### src/rtl/outbuf_vc_fifo.sv
`default_nettype none
// ============================================================================
// Module   : outbuf_vc_fifo
// Brief    : Per-virtual-channel output buffer. Each VC owns a DEPTH-entry FIFO.
//            The crossbar enqueues into enq_vc, and the link drains tx_vc under so/ro.
// Revision : 1.0 - initial release
// ============================================================================
module outbuf_vc_fifo #(
  parameter int DATA_W = 64,
  parameter int DEPTH  = 2,
  parameter int NUM_VC = 2,
  parameter int VC_W   = (NUM_VC > 1) ? $clog2(NUM_VC) : 1,
  parameter int CNT_W  = $clog2(DEPTH + 1)
) (
  input  logic                    clk,
  input  logic                    reset,
  input  logic                    enq,
  input  logic [VC_W-1:0]         enq_vc,
  input  logic [DATA_W-1:0]       d_in,
  output logic                    enq_ready,
  input  logic [VC_W-1:0]         tx_vc,
  input  logic                    ro,
  output logic                    so,
  output logic [DATA_W-1:0]       d_out,
  output logic [NUM_VC-1:0]       full,
  output logic [NUM_VC-1:0]       empty,
  output logic [NUM_VC*CNT_W-1:0] count,
  output logic [NUM_VC-1:0]       ovf
);

  localparam int c_ptr_w = (DEPTH > 1) ? $clog2(DEPTH) : 1;

  function automatic logic [c_ptr_w-1:0] f_ptr_inc(input logic [c_ptr_w-1:0] p);
    return (p == c_ptr_w'(DEPTH - 1)) ? '0 : p + c_ptr_w'(1);
  endfunction

  logic [NUM_VC-1:0]             w_full;
  logic [NUM_VC-1:0]             w_empty;
  logic [NUM_VC-1:0]             w_tx_sel;
  logic [NUM_VC-1:0]             w_enq_sel;
  logic [NUM_VC-1:0][DATA_W-1:0] w_head;
  logic                          w_tx_empty;
  logic                          w_enq_full;
  logic                          w_enq_valid;
  logic [DATA_W-1:0]             w_tx_head;
  logic                          w_deq;
  logic                          w_acc;
  logic                          w_rej;

  // An out-of-range VC index matches no select line, so it reads as empty on the
  // send side and as full on the enqueue side.
  always_comb begin
    w_tx_empty  = 1'b1;
    w_tx_head   = '0;
    w_enq_full  = 1'b1;
    w_enq_valid = 1'b0;
    for (int v = 0; v < NUM_VC; v++) begin
      if (w_tx_sel[v]) begin
        w_tx_empty = w_empty[v];
        w_tx_head  = w_head[v];
      end
      if (w_enq_sel[v]) begin
        w_enq_full  = w_full[v];
        w_enq_valid = 1'b1;
      end
    end
  end

  assign so        = ro & ~w_tx_empty;
  assign d_out     = w_tx_empty ? '0 : w_tx_head;
  assign w_deq     = so;
  // A full VC still accepts when its head leaves on the same edge.
  assign enq_ready = ~w_enq_full | (w_deq & (tx_vc == enq_vc));
  assign w_acc     = enq & enq_ready;
  assign w_rej     = enq & ~enq_ready & w_enq_valid;

  assign full  = w_full;
  assign empty = w_empty;

  generate
    for (genvar v = 0; v < NUM_VC; v++) begin : g_vc
      logic [c_ptr_w-1:0] r_rdptr;
      logic [c_ptr_w-1:0] r_wrptr;
      logic [CNT_W-1:0]   r_count;
      logic               r_ovf;
      logic [DATA_W-1:0]  r_mem [DEPTH];
      logic               w_acc_v;
      logic               w_deq_v;

      assign w_tx_sel[v]  = (tx_vc == VC_W'(v));
      assign w_enq_sel[v] = (enq_vc == VC_W'(v));
      assign w_acc_v      = w_acc & w_enq_sel[v];
      assign w_deq_v      = w_deq & w_tx_sel[v];

      always_ff @(posedge clk or negedge reset) begin
        if (!reset) begin
          r_rdptr <= '0;
          r_wrptr <= '0;
          r_count <= '0;
          r_ovf   <= 1'b0;
        end else begin
          if (w_acc_v) begin
            r_wrptr <= f_ptr_inc(r_wrptr);
          end
          if (w_deq_v) begin
            r_rdptr <= f_ptr_inc(r_rdptr);
          end
          if (w_acc_v && !w_deq_v) begin
            r_count <= r_count + CNT_W'(1);
          end else if (!w_acc_v && w_deq_v) begin
            r_count <= r_count - CNT_W'(1);
          end
          if (w_rej && w_enq_sel[v]) begin
            r_ovf <= 1'b1;
          end
        end
      end

      always_ff @(posedge clk) begin
        if (w_acc_v) begin
          r_mem[r_wrptr] <= d_in;
        end
      end

      assign w_head[v]                = r_mem[r_rdptr];
      assign w_full[v]                = (r_count == CNT_W'(DEPTH));
      assign w_empty[v]               = (r_count == '0);
      assign count[v*CNT_W +: CNT_W]  = r_count;
      assign ovf[v]                   = r_ovf;
    end
  endgenerate

endmodule
`default_nettype wire

### config.mk
export PLATFORM = sky130hd
export DESIGN_NAME = outbuf_vc_fifo
export DESIGN_NICKNAME = d
export VERILOG_FILES = /design/src/rtl/outbuf_vc_fifo.sv
export SDC_FILE = /design/constraint.sdc
export NUM_CORES = 1
export LEC_CHECK = 0
export CAP_MARGIN = 20
export CORE_MARGIN = 8
export CORE_UTILIZATION = 50
export DETAILED_ROUTE_END_ITERATION = 7
export GPL_ROUTABILITY_DRIVEN = 0
export GPL_TIMING_DRIVEN = 0
export PLACE_DENSITY_LB_ADDON = 0.1
export SLEW_MARGIN = 20
export SYNTH_ARGS = -nofsm -noshare
export SYNTH_HDL_FRONTEND = slang
export SYNTH_SLANG_ARGS = --single-unit
export TNS_END_PERCENT = 100
### constraint.sdc
create_clock -name clk -period 15.6 [get_ports clk]
set_input_delay 3.12 -clock clk [delete_from_list [all_inputs] [get_ports clk]]
set_output_delay 3.12 -clock clk [all_outputs]
set_load 0.01 [all_outputs]
# ---- Yosys cells after proc, flatten, opt, wreduce, memory -nomap -nowiden
# Memory sizes are Yosys's and may differ from the RTL's.
# Cells that the tools add are included.
dict set report classes {
  reduce_logical 14
  magnitude_cmp 0
  mul 0
  eq_ne 3
  div_mod_pow 0
  n_addsub 8
  n_mux 16
  bitwise 14
  shift 0
}
# op count
set ops {}
lappend ops {{$mux 64} 2}
lappend ops {{$mux 1} 10}
lappend ops {{$and 1x1->1} 8}
lappend ops {{$mux 2} 4}
lappend ops {{$logic_and 1x1->1} 6}
lappend ops {{$not 1->1} 5}
lappend ops {{$add 1x1->1 const B} 4}
lappend ops {{$add 2x1->2 const B} 2}
lappend ops {{$eq 2x2->1 const B} 2}
lappend ops {{$logic_not 1->1} 4}
lappend ops {{$logic_not 2->1} 2}
lappend ops {{$reduce_bool 2->1} 2}
lappend ops {{$sub 2x1->2 const B} 2}
lappend ops {{$eq 1x1->1} 1}
lappend ops {{$or 1x1->1} 1}
dict set report totals {
  n_memories 2
  word_cells 65
  romBits 0
  ramBits 256
  ff_bits 10
  latchBits 0
}
# name depth width read_ports rd_ports_with_merged_regs wr line
set memory_table {}
lappend memory_table {{g_vc[0].r_mem} 2 64 1 0 1 86} ;# logic [DATA_W-1:0] r_mem [DEPTH];
lappend memory_table {{g_vc[1].r_mem} 2 64 1 0 1 86}

# ---- Depth between registers and ports, before layout
dict set report depth {
  word_depth 12
  ltp_mapped 7
}

# ---- Least setup slack after synthesis
# OpenSTA, ideal clock, no wires.
dict set report synth_timing {
  path_type {input-to-reg}
  start {input port ro}
  end {memory g_vc[1].r_mem[0][0] (enable)}
  arrival_ps 7741
  path_buffers 0
  setup_ps 565
  cell_stages 3
  path_slack_ps 7294
  path_cell_list {nand2_1 > and2_1 > nor3_1}
}
dict set report synth_via {
  elab_chain_len 7
}
# item line
set synth_lines {}
lappend synth_lines {{from (decl)} 22} ;# input logic ro,
lappend synth_lines {{$and 1x1->1} 69} ;# assign so = ro & ~w_tx_empty;
lappend synth_lines {{$and 1x1->1} 73} ;# assign enq_ready = ~w_enq_full | (w_deq & (tx_vc == enq_vc));
lappend synth_lines {{$or 1x1->1} 73}
lappend synth_lines {{$and 1x1->1} 74} ;# assign w_acc = enq & enq_ready;
lappend synth_lines {{$and 1x1->1} 92} ;# assign w_acc_v = w_acc & w_enq_sel[v];
lappend synth_lines {{$mux 1} 120} ;# if (w_acc_v) begin
lappend synth_lines {{$mux 1 (not written as such)} 121} ;# r_mem[r_wrptr] <= d_in;
lappend synth_lines {{to (decl)} 86}
# No other way between the ends.

# ---- Worst setup path in the final report
dict set report layout_timing {
  start {input port tx_vc}
  end {output port d_out[46]}
}
dict set report layout_via {
  elab_chain_len 2
  word_cells_on_any_way 3
  classes_between {mux: 3}
}
# item line
set layout_lines {}
lappend layout_lines {{from (decl)} 21} ;# input logic [VC_W-1:0] tx_vc,
lappend layout_lines {{$mux 64 / $mux 1 (equally long branches)} 58} ;# if (w_tx_sel[v]) begin
lappend layout_lines {{$mux 64 (*)} 70} ;# assign d_out = w_tx_empty ? '0 : w_tx_head;
lappend layout_lines {{to (decl)} 24} ;# output logic [DATA_W-1:0] d_out,
# Mark *: on every way between the ends. The rest lies on a longest branch, timed or not.

==> flow_summary.ini <==
[critical_path]
worst_ep_required_time_ns = 12.48
ff2ff_path_depth = 7
crit_path_end_kind = output pin
critPathLaunchType = input pin
worst_ep_arrival_time_ns = 5.46
path_max_fanout = 10
worst-setup-path-type = in2out

[global_routing]
grt_first_pass_wirelength_mm = 37.2
grt_max_degree = 37
grt_remaining_overflow = 0
first_global_vias = 6596
track_usage_pct = 18.1
number_of_antenna_violations_at_the_first_check_in_global_routing = 0

[placement]
portBuffers = 145
dp.final_hpwl_mm = 15.8

[cts]
cts-root-buf = sky130_fd_sc_hd__clkbuf_16
clock_buffers_created_by_tritoncts = 27
clock_latency_at_the_later_pin_of_the_worst_skew_pair_ns = 0.52
cts.sinks = 266
path_clk_slew_ns = 0.06
cts.htree.levels = 1
postCtsHoldBufs = 0
cts_tree = built
clock_tree.buffer_depth = 3
cts-resized-gates = 0
postCtsSetupBuffers = 0

[power]
total_switching_power_w = 0.000744
power.leakage_nw = 4.57
share_comb_of_total_power_pct = 36.2
power.share.sequential_pct = 38.6
worst_ir_drop_vdd_uv = 125
p_clk_share_pct = 25.2
intPower_w = 0.00164
p_per_area_mw_per_mm2 = 175
post_route_total_power_w = 0.00239
net_sw_share_pct = 31.1

[drt]
ant_nets = 0
drt_pre_antenna_iters = 4
drt_iter0_drc = 311
avgViaCountPerCell = 5.51
finalWirelength_mm = 24.0
detail_route.wl_per_cell_um = 22.0
routed-via-count = 6018
drc = 0

[finish]
fin_util_pct = 64.8
seq_area_sq_mm = 0.00794
num_antenna_cells = 0
layout.nets = 870
multi_input_comb_area_sq_mm = 0.00252
drive_gt1_share_pct = 17.2
flow.area_growth_from_synthesis_pct = 27.1
layout.filler_cells = 1519

[logic_synthesis]
post_synth_edffs = 256
synth_cells = 608
synth.mux.area_fraction_pct = 6.12
yosys_warnings = 0
synth_adder_area_share_pct = 0.234
netlist_top_cells_count = sky130_fd_sc_hd__edfxtp_1, sky130_fd_sc_hd__a211oi_1, sky130_fd_sc_hd__nor2b_1, sky130_fd_sc_hd__mux2i_1, sky130_fd_sc_hd__a211oi_2
synth_area_leaders = sky130_fd_sc_hd__edfxtp_1, sky130_fd_sc_hd__mux2i_1, sky130_fd_sc_hd__a211oi_2
synth_top_family_by_area = compound AO/OA/AOI/OAI gates
ys_async_sr_fraction_pct = 3.76
synth_compound_gate_area_share_pct = 11.6
synthesis.area_per_instance_sq_um = 17.6
yosysMostFrequentCell = sky130_fd_sc_hd__edfxtp_1
synth_top_area_cell = sky130_fd_sc_hd__edfxtp_1
synth.cell_area_sq_mm = 0.0107
synth_top_area_share_pct = 71.8
synthFlopType = sky130_fd_sc_hd__edfxtp_1
flop_and_latch_count_out_of_synthesis = 266
post_synth_and_or_nand_nor_area_fraction_pct = 4.59
yosysSeqAreaShare_pct = 74.1
synth_xor_xnor_area_share_pct = 0.817
ys_types = 27
synthesis.nets = 680

[floorplan]
die_boundary_width_um = 162
die_height_um = 162
fp.dieArea_sq_mm = 0.0264
core-area_sq_mm = 0.0210
num_io_pins = 146
initial_utilization_pct = 51.0
placement_rows = 53

[timing]
post-route-period-util_pct = 55.0
timing.clock.skew_ns = 0.0133
final_period_minus_worst_setup_slack_ns = 8.58
timing_worst_slew_pin_value_ns = 0.796
final-hold-violation-count = 0
clock.fmax_mhz = 117
hold_slack_ns = 0.479
final_max_slew_viol_count = 0
slew_headroom_pct = 47.0
final.setup.tns_ns = 0
setup-violations-final = 0
grt_setup_unrepaired = no

[run]
cap_viol_max_count = 0

[worst_hold_path]
hold_path.class = reg2reg
whs_path_depth = 1

[run_status]
outcome = finished, final reports clean
-- final timing paths --
check	from	to	slack [ns]
worst max-delay path	tx_vc	d_out[46]	7.02
worst min-delay path	g_vc[0].r_ovf	g_vc[0].r_ovf	0.48
worst max register to register	g_vc[1].r_count[1]	g_vc[1].r_mem[0][24]	13.21
worst min register to register	g_vc[0].r_ovf	g_vc[0].r_ovf	0.48
max in group asynchronous	reset	g_vc[1].r_ovf	12.36
min in group asynchronous	reset	g_vc[0].r_count[0]	2.91
-- metrics by stage --
| step | cell area (sq um) | setup WS (ns) | std cells |
|---|---|---|---|
| 2_1_floorplan | 10700 | 7.29 | 608 |
| 5_1_grt | 13600 | 6.86 | 1093 |
| 3_5_place_dp | 12800 | 7.00 | 1044 |
| 4_1_cts | 13600 | 7.00 | 1093 |
| 3_3_place_gp | 12500 | 2.91 | 1028 |
| 6_report | 13600 | 7.02 | 1093 |
-- cells by family (layout without fill, tap and decap cells) --
logic type	after synthesis	in the layout
adder cells (fa/ha/maj)	2	2
AO/OA/AOI/OAI	134	134
XOR/XNOR	10	10
AND/OR/NAND/NOR	83	83
multiplexers	65	65
buffers and inverters	48	258
flip-flops	266	266
-- metal layers --
layer	routed length, um	GRT usage [%]
met5	0	0
met4	305	3.83
met3	1310	3.74
met2	12200	31.5
met1	10200	23.0
-- power by group through the flow --
stage | sequential [W] | combinational (W) | clock (W)
floorplan | 0.000937 | 0.000466 | 0
global placement | 0.000948 | 0.000838 | 0
detailed placement | 0.000935 | 0.000878 | 0
CTS | 0.000921 | 0.000882 | 0.000616
global route | 0.000928 | 0.000927 | 0.000642
finish | 0.000921 | 0.000866 | 0.000602
-- layout by cell type, fill, tap and decap left out, types with 2 or more instances in the layout --
cell	instances
sky130_fd_sc_hd__clkinv_2	4
sky130_fd_sc_hd__nor2_4	2
sky130_fd_sc_hd__nand2_1	2
sky130_fd_sc_hd__a21oi_1	2
sky130_fd_sc_hd__dfrtp_1	10
sky130_fd_sc_hd__buf_16	5
sky130_fd_sc_hd__buf_2	20
sky130_fd_sc_hd__buf_12	2
sky130_fd_sc_hd__clkinv_1	8
sky130_fd_sc_hd__nor2b_1	67
sky130_fd_sc_hd__a211oi_1	79
sky130_fd_sc_hd__a211oi_2	49
sky130_fd_sc_hd__clkdlybuf4s50_1	145
sky130_fd_sc_hd__inv_1	4
sky130_fd_sc_hd__buf_4	12
sky130_fd_sc_hd__xor2_1	5
sky130_fd_sc_hd__xnor2_1	5
sky130_fd_sc_hd__edfxtp_1	256
sky130_fd_sc_hd__bufinv_16	2
sky130_fd_sc_hd__mux2i_1	64
sky130_fd_sc_hd__buf_6	9
sky130_fd_sc_hd__nor2_1	6
sky130_fd_sc_hd__clkbuf_1	16
sky130_fd_sc_hd__clkinvlp_4	2
sky130_fd_sc_hd__ha_1	2
sky130_fd_sc_hd__clkbuf_16	27
-- final cells by class --
class,instances,share of cell area [%]
sequential,266,58.3
multi-input combinational,294,18.5
timing repair buffer,161,12.5
clock buffer,32,5.10
tap,275,2.53
buffer,44,1.90
clock inverter,17,0.983
inverter,4,0.110
-- worst max-delay path, cell delays in order --
cell	delay [ns]
sky130_fd_sc_hd__clkdlybuf4s50_1	0.59
sky130_fd_sc_hd__buf_4	0.25
sky130_fd_sc_hd__clkbuf_1	0.50
sky130_fd_sc_hd__a211oi_1	0.12
sky130_fd_sc_hd__a211oi_2	0.29
sky130_fd_sc_hd__clkdlybuf4s50_1	0.59
-- state kept, by name (all words and copies together), names as in the netlist --
| name | count |
|---|---|
| g_vc.r_rdptr | 2 |
| g_vc.r_count | 4 |
| g_vc.r_wrptr | 2 |
| g_vc.r_mem | 256 |
| g_vc.r_ovf | 2 |
Note: power is estimated with default switching activity, not from simulation.
